[src/rtl/rect_copy_if.sv]
// Copy-controller bus: frame-controller handshake, data-memory read port,
// GPU rect-buffer write port and status spikes.
interface rect_copy_if #(
   parameter int DATA_WIDTH      = 16,
   parameter int DATA_ADDR_WIDTH = 13,
   parameter int RECT_ADDR_WIDTH = 9
);
   logic                       copy_start;
   logic                       copy;
   logic [DATA_ADDR_WIDTH-1:0] mem_addr;
   logic [DATA_WIDTH-1:0]      mem_rdata;
   logic                       gpu_we;
   logic [RECT_ADDR_WIDTH-1:0] gpu_addr;
   logic [DATA_WIDTH-1:0]      gpu_data;
   logic                       busy;
   logic                       done;
   logic                       aborted;

   modport slave (
      input  copy_start, copy, mem_rdata,
      output mem_addr, gpu_we, gpu_addr, gpu_data, busy, done, aborted
   );

   modport master (
      output copy_start, copy, mem_rdata,
      input  mem_addr, gpu_we, gpu_addr, gpu_data, busy, done, aborted
   );
endinterface

[src/rtl/rect_copy_controller.sv]
// Streams the rect table from CPU data memory into the GPU rect buffer,
// one word per cycle, on a copy_start spike while the copy window is open.
module rect_copy_controller #(
   parameter int DATA_WIDTH      = 16,
   parameter int DATA_ADDR_WIDTH = 13,
   parameter int RECT_COUNT      = 64,
   parameter int RECT_WORDS      = 5,
   parameter int RECT_BASE       = 0,
   parameter int RECT_ADDR_WIDTH = 9
) (
   input  logic        i_clk,
   input  logic        i_reset,
   rect_copy_if.slave  bus
);
   localparam int N  = RECT_COUNT * RECT_WORDS;
   localparam int CW = $clog2(N + 1);
   localparam logic [CW-1:0]              LAST_RD = CW'(N - 1);
   localparam logic [RECT_ADDR_WIDTH-1:0] LAST_WR = RECT_ADDR_WIDTH'(N - 1);
   localparam logic [DATA_ADDR_WIDTH-1:0] BASE    = DATA_ADDR_WIDTH'(RECT_BASE);

   typedef enum logic [1:0] {IDLE, READ, DRAIN, DONE} state_t;

   state_t                     r_state, w_state_nxt;
   logic [CW-1:0]              r_rd_cnt, w_rd_cnt_nxt;
   logic [DATA_ADDR_WIDTH-1:0] r_mem_addr, w_mem_addr_nxt;
   logic                       r_busy, w_busy_nxt;
   logic                       r_done, w_done_nxt;
   logic                       r_aborted, w_aborted_nxt;
   logic                       w_issue, w_flush;
   logic                       r_arm;
   // [0]: mem_addr holds an issued read; [1]: mem_rdata holds its data
   logic [1:0]                 r_vld_pipe;
   logic [RECT_ADDR_WIDTH-1:0] r_wr_idx;
   logic                       r_gpu_we;
   logic [RECT_ADDR_WIDTH-1:0] r_gpu_addr;
   logic [DATA_WIDTH-1:0]      r_gpu_data;

   always_comb begin
      w_state_nxt    = r_state;
      w_rd_cnt_nxt   = r_rd_cnt;
      w_mem_addr_nxt = r_mem_addr;
      w_busy_nxt     = r_busy;
      w_done_nxt     = 1'b0;
      w_aborted_nxt  = 1'b0;
      w_issue        = 1'b0;
      w_flush        = 1'b0;
      case (r_state)
         IDLE: begin
            // r_arm blocks a start sampled on the reset-release edge
            if (bus.copy_start && bus.copy && r_arm) begin
               w_state_nxt    = READ;
               w_rd_cnt_nxt   = '0;
               w_mem_addr_nxt = BASE;
               w_busy_nxt     = 1'b1;
               w_issue        = 1'b1;
            end
         end
         READ, DRAIN: begin
            if (!bus.copy) begin
               w_state_nxt    = IDLE;
               w_busy_nxt     = 1'b0;
               w_aborted_nxt  = 1'b1;
               w_flush        = 1'b1;
               w_mem_addr_nxt = BASE;
            end else if (r_state == READ) begin
               if (r_rd_cnt == LAST_RD) begin
                  w_state_nxt = DRAIN;
               end else begin
                  w_rd_cnt_nxt   = r_rd_cnt + CW'(1);
                  w_mem_addr_nxt = BASE + DATA_ADDR_WIDTH'(r_rd_cnt) + DATA_ADDR_WIDTH'(1);
                  w_issue        = 1'b1;
               end
            end else if (r_gpu_we && r_gpu_addr == LAST_WR) begin
               w_state_nxt = DONE;
               w_busy_nxt  = 1'b0;
               w_done_nxt  = 1'b1;
            end
         end
         DONE:    w_state_nxt = IDLE;
         default: w_state_nxt = IDLE;
      endcase
   end

   always_ff @(posedge i_clk or negedge i_reset) begin
      if (!i_reset) begin
         r_state    <= IDLE;
         r_rd_cnt   <= '0;
         r_mem_addr <= BASE;
         r_busy     <= 1'b0;
         r_done     <= 1'b0;
         r_aborted  <= 1'b0;
         r_arm      <= 1'b0;
      end else begin
         r_state    <= w_state_nxt;
         r_rd_cnt   <= w_rd_cnt_nxt;
         r_mem_addr <= w_mem_addr_nxt;
         r_busy     <= w_busy_nxt;
         r_done     <= w_done_nxt;
         r_aborted  <= w_aborted_nxt;
         r_arm      <= 1'b1;
      end
   end

   always_ff @(posedge i_clk or negedge i_reset) begin
      if (!i_reset) begin
         r_vld_pipe <= '0;
         r_wr_idx   <= '0;
         r_gpu_we   <= 1'b0;
         r_gpu_addr <= '0;
         r_gpu_data <= '0;
      end else if (w_flush) begin
         r_vld_pipe <= '0;
         r_gpu_we   <= 1'b0;
      end else begin
         r_vld_pipe <= {r_vld_pipe[0], w_issue};
         if (r_vld_pipe[0]) r_wr_idx <= RECT_ADDR_WIDTH'(r_rd_cnt);
         r_gpu_we <= r_vld_pipe[1];
         if (r_vld_pipe[1]) begin
            r_gpu_addr <= r_wr_idx;
            r_gpu_data <= bus.mem_rdata;
         end
      end
   end

   assign bus.mem_addr = r_mem_addr;
   assign bus.gpu_we   = r_gpu_we;
   assign bus.gpu_addr = r_gpu_addr;
   assign bus.gpu_data = r_gpu_data;
   assign bus.busy     = r_busy;
   assign bus.done     = r_done;
   assign bus.aborted  = r_aborted;
endmodule

[src/flat_wrapper.sv]
// flat-port wrapper written by rule: the top's interface ports become plain ports
module rect_copy_controller_flat 
#(
   parameter int DATA_WIDTH      = 16,
   parameter int DATA_ADDR_WIDTH = 13,
   parameter int RECT_COUNT      = 64,
   parameter int RECT_WORDS      = 5,
   parameter int RECT_BASE       = 0,
   parameter int RECT_ADDR_WIDTH = 9
)
  (i_clk, i_reset, bus_copy_start, bus_copy, bus_mem_rdata, bus_mem_addr, bus_gpu_we, bus_gpu_addr, bus_gpu_data, bus_busy, bus_done, bus_aborted);
  rect_copy_if #(.DATA_WIDTH(DATA_WIDTH), .DATA_ADDR_WIDTH(DATA_ADDR_WIDTH), .RECT_ADDR_WIDTH(RECT_ADDR_WIDTH)) bus_i ();
  input  logic i_clk;
  input  logic i_reset;
  input wire logic [$bits(bus_i.copy_start)-1:0] bus_copy_start;
  input wire logic [$bits(bus_i.copy)-1:0] bus_copy;
  input wire logic [$bits(bus_i.mem_rdata)-1:0] bus_mem_rdata;
  output wire logic [$bits(bus_i.mem_addr)-1:0] bus_mem_addr;
  output wire logic [$bits(bus_i.gpu_we)-1:0] bus_gpu_we;
  output wire logic [$bits(bus_i.gpu_addr)-1:0] bus_gpu_addr;
  output wire logic [$bits(bus_i.gpu_data)-1:0] bus_gpu_data;
  output wire logic [$bits(bus_i.busy)-1:0] bus_busy;
  output wire logic [$bits(bus_i.done)-1:0] bus_done;
  output wire logic [$bits(bus_i.aborted)-1:0] bus_aborted;
  assign bus_i.copy_start = bus_copy_start;
  assign bus_i.copy = bus_copy;
  assign bus_i.mem_rdata = bus_mem_rdata;
  assign bus_mem_addr = bus_i.mem_addr;
  assign bus_gpu_we = bus_i.gpu_we;
  assign bus_gpu_addr = bus_i.gpu_addr;
  assign bus_gpu_data = bus_i.gpu_data;
  assign bus_busy = bus_i.busy;
  assign bus_done = bus_i.done;
  assign bus_aborted = bus_i.aborted;
  rect_copy_controller #(.DATA_WIDTH(DATA_WIDTH), .DATA_ADDR_WIDTH(DATA_ADDR_WIDTH), .RECT_COUNT(RECT_COUNT), .RECT_WORDS(RECT_WORDS), .RECT_BASE(RECT_BASE), .RECT_ADDR_WIDTH(RECT_ADDR_WIDTH)) u_core (.i_clk(i_clk), .i_reset(i_reset), .bus(bus_i));
endmodule
[config.mk]
export PLATFORM = sky130hd
export DESIGN_NAME = rect_copy_controller_flat
export DESIGN_NICKNAME = d
export VERILOG_FILES = /design/src/rtl/rect_copy_if.sv /design/src/rtl/rect_copy_controller.sv /design/src/flat_wrapper.sv
export SDC_FILE = /design/constraint.sdc
export NUM_CORES = 1
export LEC_CHECK = 0
export ABC_AREA = 1
export CAP_MARGIN = 20
export CORE_MARGIN = 3
export CORE_UTILIZATION = 50
export DETAILED_ROUTE_END_ITERATION = 12
export GPL_TIMING_DRIVEN = 0
export PLACE_DENSITY = 0.78
export REMOVE_ABC_BUFFERS = 1
export SETUP_SLACK_MARGIN = 0.1
export SYNTH_ARGS = -nofsm -noshare
export SYNTH_HDL_FRONTEND = slang
export SYNTH_SLANG_ARGS = --single-unit
[constraint.sdc]
create_clock -name i_clk -period 2.1 [get_ports i_clk]
set_clock_uncertainty 0.2 [all_clocks]
set_input_delay 0.42 -clock i_clk [delete_from_list [all_inputs] [get_ports i_clk]]
set_output_delay 0.42 -clock i_clk [all_outputs]
set_load 0.01 [all_outputs]
Word level (Yosys, flattened, before mapping)
Cells that the tools add are included.
{"block": "classes", "add_sub_neg": 2, "mul": 0, "div": 0, "order_cmp": 0, "n_eq_ne": 15, "shifts": 0, "muxes": 34, "bitwise_logic": 1, "n_reduce_logical": 12}
{"operator": "two-way mux 13 bit", "count": 4}
{"operator": "two-way mux 9 bit", "count": 4}
{"operator": "case mux 13 bit (2 select lines)", "count": 1}
{"operator": "== test 9 bit (second input constant)", "count": 2}
{"operator": "case mux 9 bit (2 select lines)", "count": 1}
{"operator": "two-way mux 1 bit", "count": 15}
{"operator": "two-way mux 2 bit", "count": 6}
{"operator": "adder 9 x 1 -> 10 bit (second input constant)", "count": 1}
{"operator": "adder 9 x 1 -> 9 bit (second input constant)", "count": 1}
{"operator": "AND reduction 4 bit", "count": 2}
{"operator": "!= test 3 x 2 -> 1 bit (second input constant)", "count": 2}
{"operator": "!= test 3 bit (second input constant)", "count": 2}
{"operator": "case mux 2 bit (3 select lines)", "count": 1}
{"operator": "AND reduction 5 bit", "count": 1}
{"operator": "== test 2 bit (second input constant)", "count": 2}
{"operator": "!= test 2 x 1 -> 1 bit (second input constant)", "count": 2}
{"operator": "!= test 2 bit (second input constant)", "count": 2}
{"operator": "!= test 4 x 2 -> 1 bit (second input constant)", "count": 1}
{"operator": "!= test 4 bit (second input constant)", "count": 1}
{"operator": "case mux 1 bit (2 select lines)", "count": 2}
{"operator": "AND reduction 2 bit", "count": 2}
{"operator": "logical AND 1 bit", "count": 3}
{"operator": "AND reduction 3 bit", "count": 1}
{"operator": "== test 2 x 1 -> 1 bit (second input constant)", "count": 1}
{"operator": "4 further kinds", "count": 4}
{"block": "totals", "regBits": 65, "latch_bits": 0, "ramBits": 0, "rom_bits": 0, "input_bits": 20, "output_inout_bits": 42, "wordCells": 76, "mem_count": 0}

Longest topological paths before layout
Gate-level depths: netlist of run 1.
{"block": "depth", "ltp_word": 6, "ltp_mapped": 10, "ltp_nobuf": 9}

Least setup slack after synthesis of run 1
OpenSTA, ideal clock, no wires.
{"block": "synth_timing", "kind": "reg-to-reg", "from": "reg u_core.r_state[0]", "to": "reg u_core.r_mem_addr[6] (netlist: u_core.bus.mem_addr[6])", "setup_time_ps": 116, "t_arrival_ps": 1531, "setup_slack_ps": 252, "stages_incl_launch_ff": 10, "path_buffers": 1, "period_less_slack_ps": 1848, "cell_sequence": "dfrtp_1 -> inv_1 -> ha_1 -> inv_2 -> or2_4 -> nand2_1 -> nand3_2 -> buf_6 -> nand2_1 -> nand2_1"}
{"block": "synth_between", "elab_chain_cells": 4, "word_cells_on_any_way": 10}
{"element": "from (decl)", "line": "rect_copy_controller.sv:23", "rtl": "state_t r_state, w_state_nxt;"}
{"element": "from (signal assigned)", "line": "rect_copy_controller.sv:94", "rtl": "r_state <= w_state_nxt;"}
{"element": "== test 2 bit / == test 2 x 1 -> 1 bit (equally long branches)", "line": "rect_copy_controller.sv:47, rect_copy_controller.sv:65"}
{"element": "OR reduction 2 bit", "line": "rect_copy_controller.sv:47", "rtl": "case (r_state)"}
{"element": "!= test 3 x 2 -> 1 bit (no source line) (tied with other cells)"}
{"element": "AND reduction 4 bit (no source line)"}
{"element": "to (signal assigned)", "line": "rect_copy_controller.sv:96", "rtl": "r_mem_addr <= w_mem_addr_nxt;"}
{"element": "to (decl)", "line": "rect_copy_controller.sv:25", "rtl": "logic [DATA_ADDR_WIDTH-1:0] r_mem_addr, w_mem_addr_nxt;"}
Several ways; a longest one is shown, not always the timed one.
A chain may end at the register's enable or synchronous reset.

Worst setup path after layout of run 1
{"block": "layout_timing", "from": "reg u_core.r_state[0]", "to": "reg u_core.r_rd_cnt[7]"}
{"block": "layout_between", "elab_chain_cells": 4, "word_cells_on_any_way": 11}
{"element": "== test 2 bit / == test 2 x 1 -> 1 bit (equally long branches)", "line": "rect_copy_controller.sv:47, rect_copy_controller.sv:65"}
{"element": "OR reduction 2 bit", "line": "rect_copy_controller.sv:47"}
{"element": "!= test 2 x 1 -> 1 bit (no source line) (tied with other cells)"}
{"element": "AND reduction 5 bit (no source line)"}
{"element": "to (signal assigned)", "line": "rect_copy_controller.sv:95", "rtl": "r_rd_cnt <= w_rd_cnt_nxt;"}
{"element": "to (decl)", "line": "rect_copy_controller.sv:24", "rtl": "logic [CW-1:0] r_rd_cnt, w_rd_cnt_nxt;"}
Several ways; a longest one is shown, not always the timed one.

==> run metrics, run 1 <==
Startpoint Class=flip-flop; RSZ-0062 raised after global routing=true; post-synth top area cell=dfrtp_1; status=complete, no violations; core area=5200 sq um; num rows=26; Hold Path Class=flip-flop to flip-flop; Clk pwr share=23.6%; vias in the first global route=2316; crit share post-route=94.0%; Max Cap Viol=0; setup violators final=0; final hold violations=0; leakage=0.00183 uW; Final Util=72.3%; Layout Nets=422; top area cells in the synthesized netlist=dfrtp_1, nand2_1, o21ai_0; Vias=2374; final max-slew violation count=0; switching power of the nets=1760 uW; Arrival @ worst endpoint=2.05 ns; Chip Width=80.0 um; CP max FO=5; CTS buffer count=9; Cell Int Power=3090 uW; Synth top area share=56.7%; IO Pins=62; # DRC=0; Skew-Pair Late Insertion Delay=0.34 ns; CTS H-tree depth=3; CP endpoint kind=flip-flop; grt ovf=0; Initial DRC Count=142; Max-Slew Margin vs Limit=63.4%; combinational share of power=41.9%; Least-Margin Pin Slew=0.550 ns; DR WL/cell=13.4 um; Unique masters post-synth=23; initial antenna violation count=0; Flop pwr share=34.4%; sequential-to-total area share from yosys stat=56.7%; multi-input logic area=1150 sq um; Sink Count=62; Fill cells=386; Die H=80.0 um; Mapped Area=2740 sq um; DRT Pass-1 Iters=4; VDD IR-drop max=0.685 mV; CTS tree=yes; Ant. Diodes=0; CTS clk-pin slew, worst paths=0.07 ns; via/cell ratio=5.03; WP data required=2.17 ns; layout cell share with drive strength beyond 1=13.4%; clk root buf=clkbuf_8; Initial Util=52.6%; placed standard-cell area=3370 sq um; GRT Overall Usage=21.1%; Buffers on Ports=58; Storage cell area=1550 sq um; synthesized area per cell=8.45 sq um; largest net degree at the start of global routing=39; setup TNS=0 ns; final WL=6340 um; WS Path Type=flip-flop to flip-flop; yosys warns=0; first-pass GRT wire length=10400 um; Final Power=4850 uW; Power Dens Cells=1290 nW/um^2; Max Clock Freq=506 MHz; Area Growth Syn to Fin=37.5%; Mapped Cells=324; Switching Share=36.4%; placer congestion estimate=0.838; CTS max path bufs=2; register bit count reported by yosys=62; minimum clock period=1.97 ns; Final Cell Area=3760 sq um; Routed Antenna Nets=0; DIE AREA=6400 sq um; post-DP HPWL=3960 um
-- Yosys cell counts --
cell	instances
nand2_1	152
dfrtp_1	62
inv_1	21
nor2_1	16
o21ai_0	16
nand3_1	8
nand4_1	8
a21oi_1	5
buf_2	5
ha_1	5
inv_2	4
nand3_2	4
buf_4	3
nand2_2	3
conb_1	2
nor3_1	2
o21ai_2	2
a21oi_4	1
and2_4	1
buf_6	1
nor2_2	1
nor3_2	1
or2_4	1
-- flip-flops by register name, indices dropped and copies added (netlist names), 2 cells and up --
register and flops:
u_core.bus.mem_addr 10, u_core.bus.gpu_data 16, u_core.r_wr_idx 9, u_core.r_vld_pipe 2
u_core.r_state 2, u_core.r_rd_cnt 9, u_core.bus.gpu_addr 9
-- power by group through the flow --
| stage | logic (uW) | registers [uW] | clock network [uW] |
|---|---|---|---|
| after detailed placement | 1680 | 1670 | 0 |
| after floorplan | 838 | 1760 | 0 |
| final | 2030 | 1670 | 1150 |
| after global routing | 2240 | 1710 | 1230 |
| after global placement | 1640 | 1660 | 0 |
| after CTS | 1840 | 1660 | 1170 |
-- routing by layer --
metal / global-route usage (%) / vias up / wire, um
li1: - / 1160 / -
met1: 26.0 / 1113 / 2760
met2: 34.2 / 91 / 2930
met3: 7.34 / 10 / 535
met4: 7.43 / 0 / 107
met5: 0 / - / 0
-- critical path: stages, from the launching register on --
cell and delay (ns):
dfrtp_1 0.41, inv_2 0.07, ha_4 0.30, inv_4 0.04
or2_4 0.24, a21oi_4 0.29, and2_4 0.24, nand2_1 0.06
nand2_1 0.06
-- what timing repair did --
item,4_1_cts,5_1_grt
setup buffers,1,5
gates cloned,1,2
resized for setup,14,9
hold buffers,1,0
endpoints found under the setup margin,48,48
pin swaps,2,5
hold endpoints to repair,24,0
-- final timing paths --
check                                              start  cells after the start                            endpoint  slack (ns)
max                        u_core.r_state[0]$_DFFE_PN0P_                      8      u_core.r_rd_cnt[7]$_DFFE_PN0P_        0.13
min                          u_core.bus.busy$_DFFE_PN0P_                      2         u_core.bus.busy$_DFFE_PN0P_        0.28
max reg2reg                u_core.r_state[0]$_DFFE_PN0P_                      8      u_core.r_rd_cnt[7]$_DFFE_PN0P_        0.13
min reg2reg                  u_core.bus.busy$_DFFE_PN0P_                      2         u_core.bus.busy$_DFFE_PN0P_        0.28
max in group asynchronous                        i_reset                      3      u_core.r_rd_cnt[7]$_DFFE_PN0P_        0.71
min in group asynchronous                        i_reset                      2  u_core.bus.gpu_data[4]$_DFFE_PN0P_        0.40
-- cell type report --
type / count / share of cell area, %
tap: 70 / 2.33
multi-input combinational: 233 / 30.7
inverter: 25 / 2.76
clock inverter: 4 / 1.86
clock buffer: 12 / 3.86
sequential: 62 / 41.2
timing repair buffer: 66 / 17.3
-- cells in the final DEF, fill, tap and decap left out, types with 7 or more instances in the layout --
cell type and n:
inv_1 19, clkdlybuf4s50_1 57, dfrtp_1 62, nor2_1 15, nand2_2 7, o21ai_0 16
nand4_1 8, nand2_1 146, clkbuf_8 10, nand3_1 7
-- kinds of logic (layout without fill, tap and decap cells) --
family	Yosys count	count (layout)	share of synthesized area [%]
DFF	62	62	56.7
AOI/OAI and AO/OA	24	24	5.08
adders and majority gates	5	5	2.29
buffers and inverters	34	107	5.58
other	2	4	0.274
and+or+nand+nor	197	200	30.1
-- stage by stage --
| step | worst slack [ns] | hold WS, ns | instances |
|---|---|---|---|
| finish | 0.125 | 0.276 | 472 |
| floorplan | 0.138 | -0.0756 | 317 |
| CTS | 0.0974 | 0.280 | 465 |
| global placement | -1.51 | 0.253 | 445 |
| global route | 0.0521 | 0.299 | 472 |
| detailed placement | -0.329 | 0.239 | 446 |
(Power assumes the default switching activity.)
==> run 2: changes to the inputs <==
ABC_CLOCK_PERIOD_IN_PS = 2100   (was default)
PLACE_DENSITY = default   (was 0.78)
PLACE_DENSITY_LB_ADDON = 0.2   (was default)
==> run 2 against run 1 <==
Routed wire length shrank 4.6%. Largest cell class unchanged. Count of clock-buffer cells in the layout increased by 1. Sequential power is essentially flat. Highest routed layer unchanged.
==> run metrics, run 2 (same netlist as run 1, synthesis figures left out) <==
status=complete, no violations; RSZ-0062 raised after global routing=true; via/cell ratio=4.98; IO Pins=62; non-filler cells, final=468; Buffers on Ports=58; Max Clock Freq=501 MHz; Fill cells=389; leakage=0.00180 uW; initial antenna violation count=0; final max-slew violation count=0; final hold violations=0; crit share post-route=95.1%; WHS Path Cells=2; Vias=2329; setup TNS=0 ns; CP max FO=7; Max Cap Viol=0; Routed Antenna Nets=0; Storage cell area=1550 sq um; multi-input logic area=1150 sq um; hold_ws=0.274 ns; VDD IR-drop max=0.631 mV; setup violators final=0; Initial Util=52.6%; WP data required=2.17 ns; Skew-Pair Late Insertion Delay=0.33 ns; layout cell share with drive strength beyond 1=12.8%; final WL=6050 um; Startpoint Class=flip-flop; placer congestion estimate=0.836; Initial DRC Count=94; num rows=26; WS Path Type=flip-flop to flip-flop; CP endpoint kind=flip-flop; largest net degree at the start of global routing=42; Layout Nets=420; post-DP HPWL=3940 um; Power Dens Cells=1230 nW/um^2; DR WL/cell=12.9 um; first-pass GRT wire length=9840 um; Sink Count=62; vias in the first global route=2261; Chip Width=80.0 um; Hold Path Class=flip-flop to flip-flop; Die H=80.0 um; leading cell type in the layout, fill and taps excluded=nand2_1; Ant. Diodes=0; CTS clk-pin slew, worst paths=0.07 ns; DIE AREA=6400 sq um; max reg flops=16; CTS buffer count=9; GRT Overall Usage=20.1%; CTS max path bufs=2; CTS tree=yes; grt ovf=0; core area=5200 sq um; # DRC=0; clk root buf=clkbuf_8; CTS H-tree depth=3; Area Growth Syn to Fin=35.6%; R2R depth=8; commonest non-fill, non-tap cells in the layout=nand2_1, dfrtp_1, clkdlybuf4s50_1; DRT Pass-1 Iters=4; placed cells=446; Arrival @ worst endpoint=2.07 ns; minimum clock period=2.00 ns
==> run 2: timing repair <==
action | 4_1_cts | 5_1_grt
endpoints found under the setup margin | 48 | 37
buffers inserted | 0 | 5
gates resized for setup | 15 | 8
gates cloned | 1 | 1
hold buffers | 1 | 0
pin swaps | 2 | 4
hold endpoints to repair | 21 | 0
==> run 2: area by class of cell <==
cell class / count / area share (%)
Clock buffer: 13 / 4.55
Tap cell: 70 / 2.36
Inverter: 25 / 2.73
Multi-Input combinational cell: 232 / 31.1
Timing Repair Buffer: 65 / 17.3
Clock inverter: 1 / 0.135
Sequential cell: 62 / 41.8
==> run 2: power by group <==
| group | switching, uW | internal (uW) |
|---|---|---|
| clock | 427 | 511 |
| combinational | 1100 | 879 |
| sequential | 177 | 1490 |
==> run 2: critical path, cell delays in order (launching register included) <==
cell,delay (ns)
dfrtp_1,0.41
inv_2,0.08
ha_4,0.30
inv_2,0.04
or2_4,0.24
a21oi_4,0.30
and2_4,0.24
nand2_1,0.06
nand2_1,0.07
==> run 2: per-layer routing <==
metal | share of wire, % | vias to the layer above | track usage, %
met5 | 0 | - | 0
met4 | 1.8 | 0 | 12.0
met3 | 6.4 | 10 | 5.19
met2 | 48 | 81 | 33.2
met1 | 43 | 1083 | 23.3
li1 | - | 1155 | -
==> run 2: path summary, 6_finish.rpt <==
| path | end | start | slack, ns |
|---|---|---|---|
| worst max-delay path | u_core.r_rd_cnt[6]$_DFFE_PN0P_ | u_core.r_state[1]$_DFFE_PN0P_ | 0.10 |
| worst min-delay path | u_core.bus.gpu_addr[3]$_DFFE_PN0P_ | u_core.r_wr_idx[3]$_DFFE_PN0P_ | 0.27 |
| worst max register to register | u_core.r_rd_cnt[6]$_DFFE_PN0P_ | u_core.r_state[1]$_DFFE_PN0P_ | 0.10 |
| worst min register to register | u_core.bus.gpu_addr[3]$_DFFE_PN0P_ | u_core.r_wr_idx[3]$_DFFE_PN0P_ | 0.27 |
| max in group asynchronous | u_core.r_arm$_DFF_PN0_ | i_reset | 0.75 |
| min in group asynchronous | u_core.bus.gpu_data[13]$_DFFE_PN0P_ | i_reset | 0.38 |
==> run 2: through the flow <==
| stage | cell area, sq um | utilization, % | power, uW | worst slack, ns |
|---|---|---|---|---|
| after floorplan | 2690 | - | 2600 | 0.138 |
| after global placement | 3350 | 64.4 | 3290 | -1.52 |
| after detailed placement | 3370 | 64.7 | 3350 | -0.330 |
| after CTS | 3640 | 69.9 | 4470 | 0.137 |
| after global routing | 3710 | 71.3 | 4900 | 0.0180 |
| final | 3710 | 71.3 | 4580 | 0.104 |
==> run 3: changes to the inputs <==
SLEW_MARGIN = 25   (was default)
==> run 3 against run 2 <==
Critical path depth unchanged. Count of clock-buffer cells in the layout unchanged. Power decreased by 1.5%. Setup slack improved by 0.013 ns. Sequential power about the same. Sequential share of layout area increased by 0.26 points. Critical path type unchanged. Largest cell class unchanged. Highest routed layer unchanged.
==> run metrics, run 3 (same netlist as run 1, synthesis figures left out) <==
leakage=0.00179 uW; Layout Nets=420; R2R depth=8; max reg flops=16; Skew-Pair Late Insertion Delay=0.33 ns; Initial DRC Count=187; final hold violations=0; DIE AREA=6400 sq um; Storage cell area=1550 sq um; commonest non-fill, non-tap cells in the layout=nand2_1, dfrtp_1, clkdlybuf4s50_1; # DRC=0; Final Util=70.9%; core area=5200 sq um; Fill cells=384; Arrival @ worst endpoint=2.01 ns; Ant. Diodes=0; WP data required=2.12 ns; setup TNS=0 ns; grt ovf=0; final WL=6100 um; largest net degree at the start of global routing=43; CP max FO=7; Vias=2332; status=complete, no violations; Chip Width=80.0 um; WS Path Type=flip-flop to flip-flop; Worst Hold Launch=u_core.r_wr_idx[0]$_DFFE_PN0P_; DR WL/cell=13.0 um; num rows=26; placer congestion estimate=0.836; layout cell share with drive strength beyond 1=11.8%; VDD IR-drop max=0.558 mV; CP most frequent cell=inv_2; Buffers on Ports=58; Initial Util=52.6%; Power Dens Cells=1220 nW/um^2; CTS clk-pin slew, worst paths=0.06 ns; post-DP HPWL=3960 um; CTS buffer count=9; CP endpoint kind=flip-flop; CTS H-tree depth=3; Sink Count=62; RSZ-0062 raised after global routing=true; via/cell ratio=4.97; vias in the first global route=2275; clk root buf=clkbuf_8; worst r2r src=u_core.r_state[1]$_DFFE_PN0P_; crit-path cells=inv_2 -> ha_4 -> inv_2 -> or2_4 -> a21oi_4 -> nand3_4 -> nand2_2 -> nand2_1; CTS tree=yes; GRT Overall Usage=20.0%; minimum clock period=1.98 ns; hold endpoint=u_core.bus.gpu_addr[0]$_DFFE_PN0P_; Max Cap Viol=0; initial antenna violation count=0; IO Pins=62; CTS max path bufs=2; crit share post-route=94.5%; leading cell type in the layout, fill and taps excluded=nand2_1; setup violators final=0; Critical-path top delay cell=dfrtp_1; Routed Antenna Nets=0; first-pass GRT wire length=9790 um; WHS Path Cells=2; max incr delay on CP=0.41 ns; DRT Pass-1 Iters=4; Area Growth Syn to Fin=34.8%; Hold Path Class=flip-flop to flip-flop; final max-slew violation count=0; Startpoint Class=flip-flop; Max Clock Freq=504 MHz; flop-to-flop setup slack=0.12 ns; R2R Path End=u_core.r_rd_cnt[4]$_DFFE_PN0P_; multi-input logic area=1150 sq um; Die H=80.0 um
-- run 3: cell types whose count changed in the layout (fill, tap and decap cells not counted) --
cell,change
buf_2,-1
buf_4,+1
clkbuf_1,+3
clkbuf_8,-3
clkinv_2,+1
inv_1,+1
inv_2,-1
inv_6,-1
inv_8,+1
nand2_1,+1
nand2_2,-1
-- run 3: power by group --
group	internal, uW	switching (uW)
sequential	1490	178
combinational	889	1110
clock	419	425
-- run 3: worst max-delay path by stage --
stage,start,end,cells after the start
2_1_floorplan,u_core.r_state[0]$_DFFE_PN0P_,u_core.bus.gpu_addr[6]$_DFFE_PN0P_,9
3_3_place_gp,i_reset,u_core.r_state[1]$_DFFE_PN0P_,1
3_5_place_dp,bus_copy,u_core.bus.gpu_addr[6]$_DFFE_PN0P_,7
4_1_cts,u_core.r_state[0]$_DFFE_PN0P_,u_core.r_wr_idx[1]$_DFFE_PN0P_,9
5_1_grt,u_core.r_state[0]$_DFFE_PN0P_,u_core.r_rd_cnt[0]$_DFFE_PN0P_,8
6_report,u_core.r_state[1]$_DFFE_PN0P_,u_core.r_rd_cnt[4]$_DFFE_PN0P_,8
-- run 3: area by class of cell --
| cell class | instances | area share [%] |
|---|---|---|
| Timing Repair Buffer | 65 | 17.5 |
| Tap cell | 70 | 2.37 |
| Clock inverter | 2 | 0.271 |
| Sequential cell | 62 | 42.1 |
| Multi-Input combinational cell | 232 | 31.2 |
| Clock buffer | 13 | 3.77 |
| Inverter | 25 | 2.82 |
-- run 3: critical path: cells and delay by family, from the launching register on --
kind / cells / cell delay, ns
and+or+nand+nor: 4 / 0.54
AOI/OAI and AO/OA: 1 / 0.30
buffers and inverters: 2 / 0.12
DFF: 1 / 0.41
adders and majority gates: 1 / 0.30
-- run 3: metal layers --
metal	wire length, um	vias up	global-route usage [%]
li1	-	1156	-
met1	2690	1086	24.9
met2	2880	77	32.5
met3	374	13	4.18
met4	142	0	10.5
met5	0	-	0
-- run 3: stage by stage --
step / instances / setup WS (ns) / hold slack [ns] / cell area, sq um / total power, uW
2_1_floorplan: 317 / 0.138 / -0.0756 / 2690 / 2600
3_3_place_gp: 445 / -1.52 / 0.255 / 3350 / 3290
3_5_place_dp: 446 / -0.335 / 0.121 / 3370 / 3350
4_1_cts: 463 / 0.120 / 0.279 / 3610 / 4370
5_1_grt: 469 / 0.0286 / 0.289 / 3690 / 4810
6_report: 469 / 0.116 / 0.278 / 3690 / 4510
-- run 3: timing repair --
item / CTS / global route
hold endpoints to repair: 20 / 0
setup endpoints to repair: 49 / 27
pin swaps: 2 / 5
gates cloned: 1 / 1
setup buffers: 0 / 5
hold buffers: 1 / 0
gates resized for setup: 14 / 8
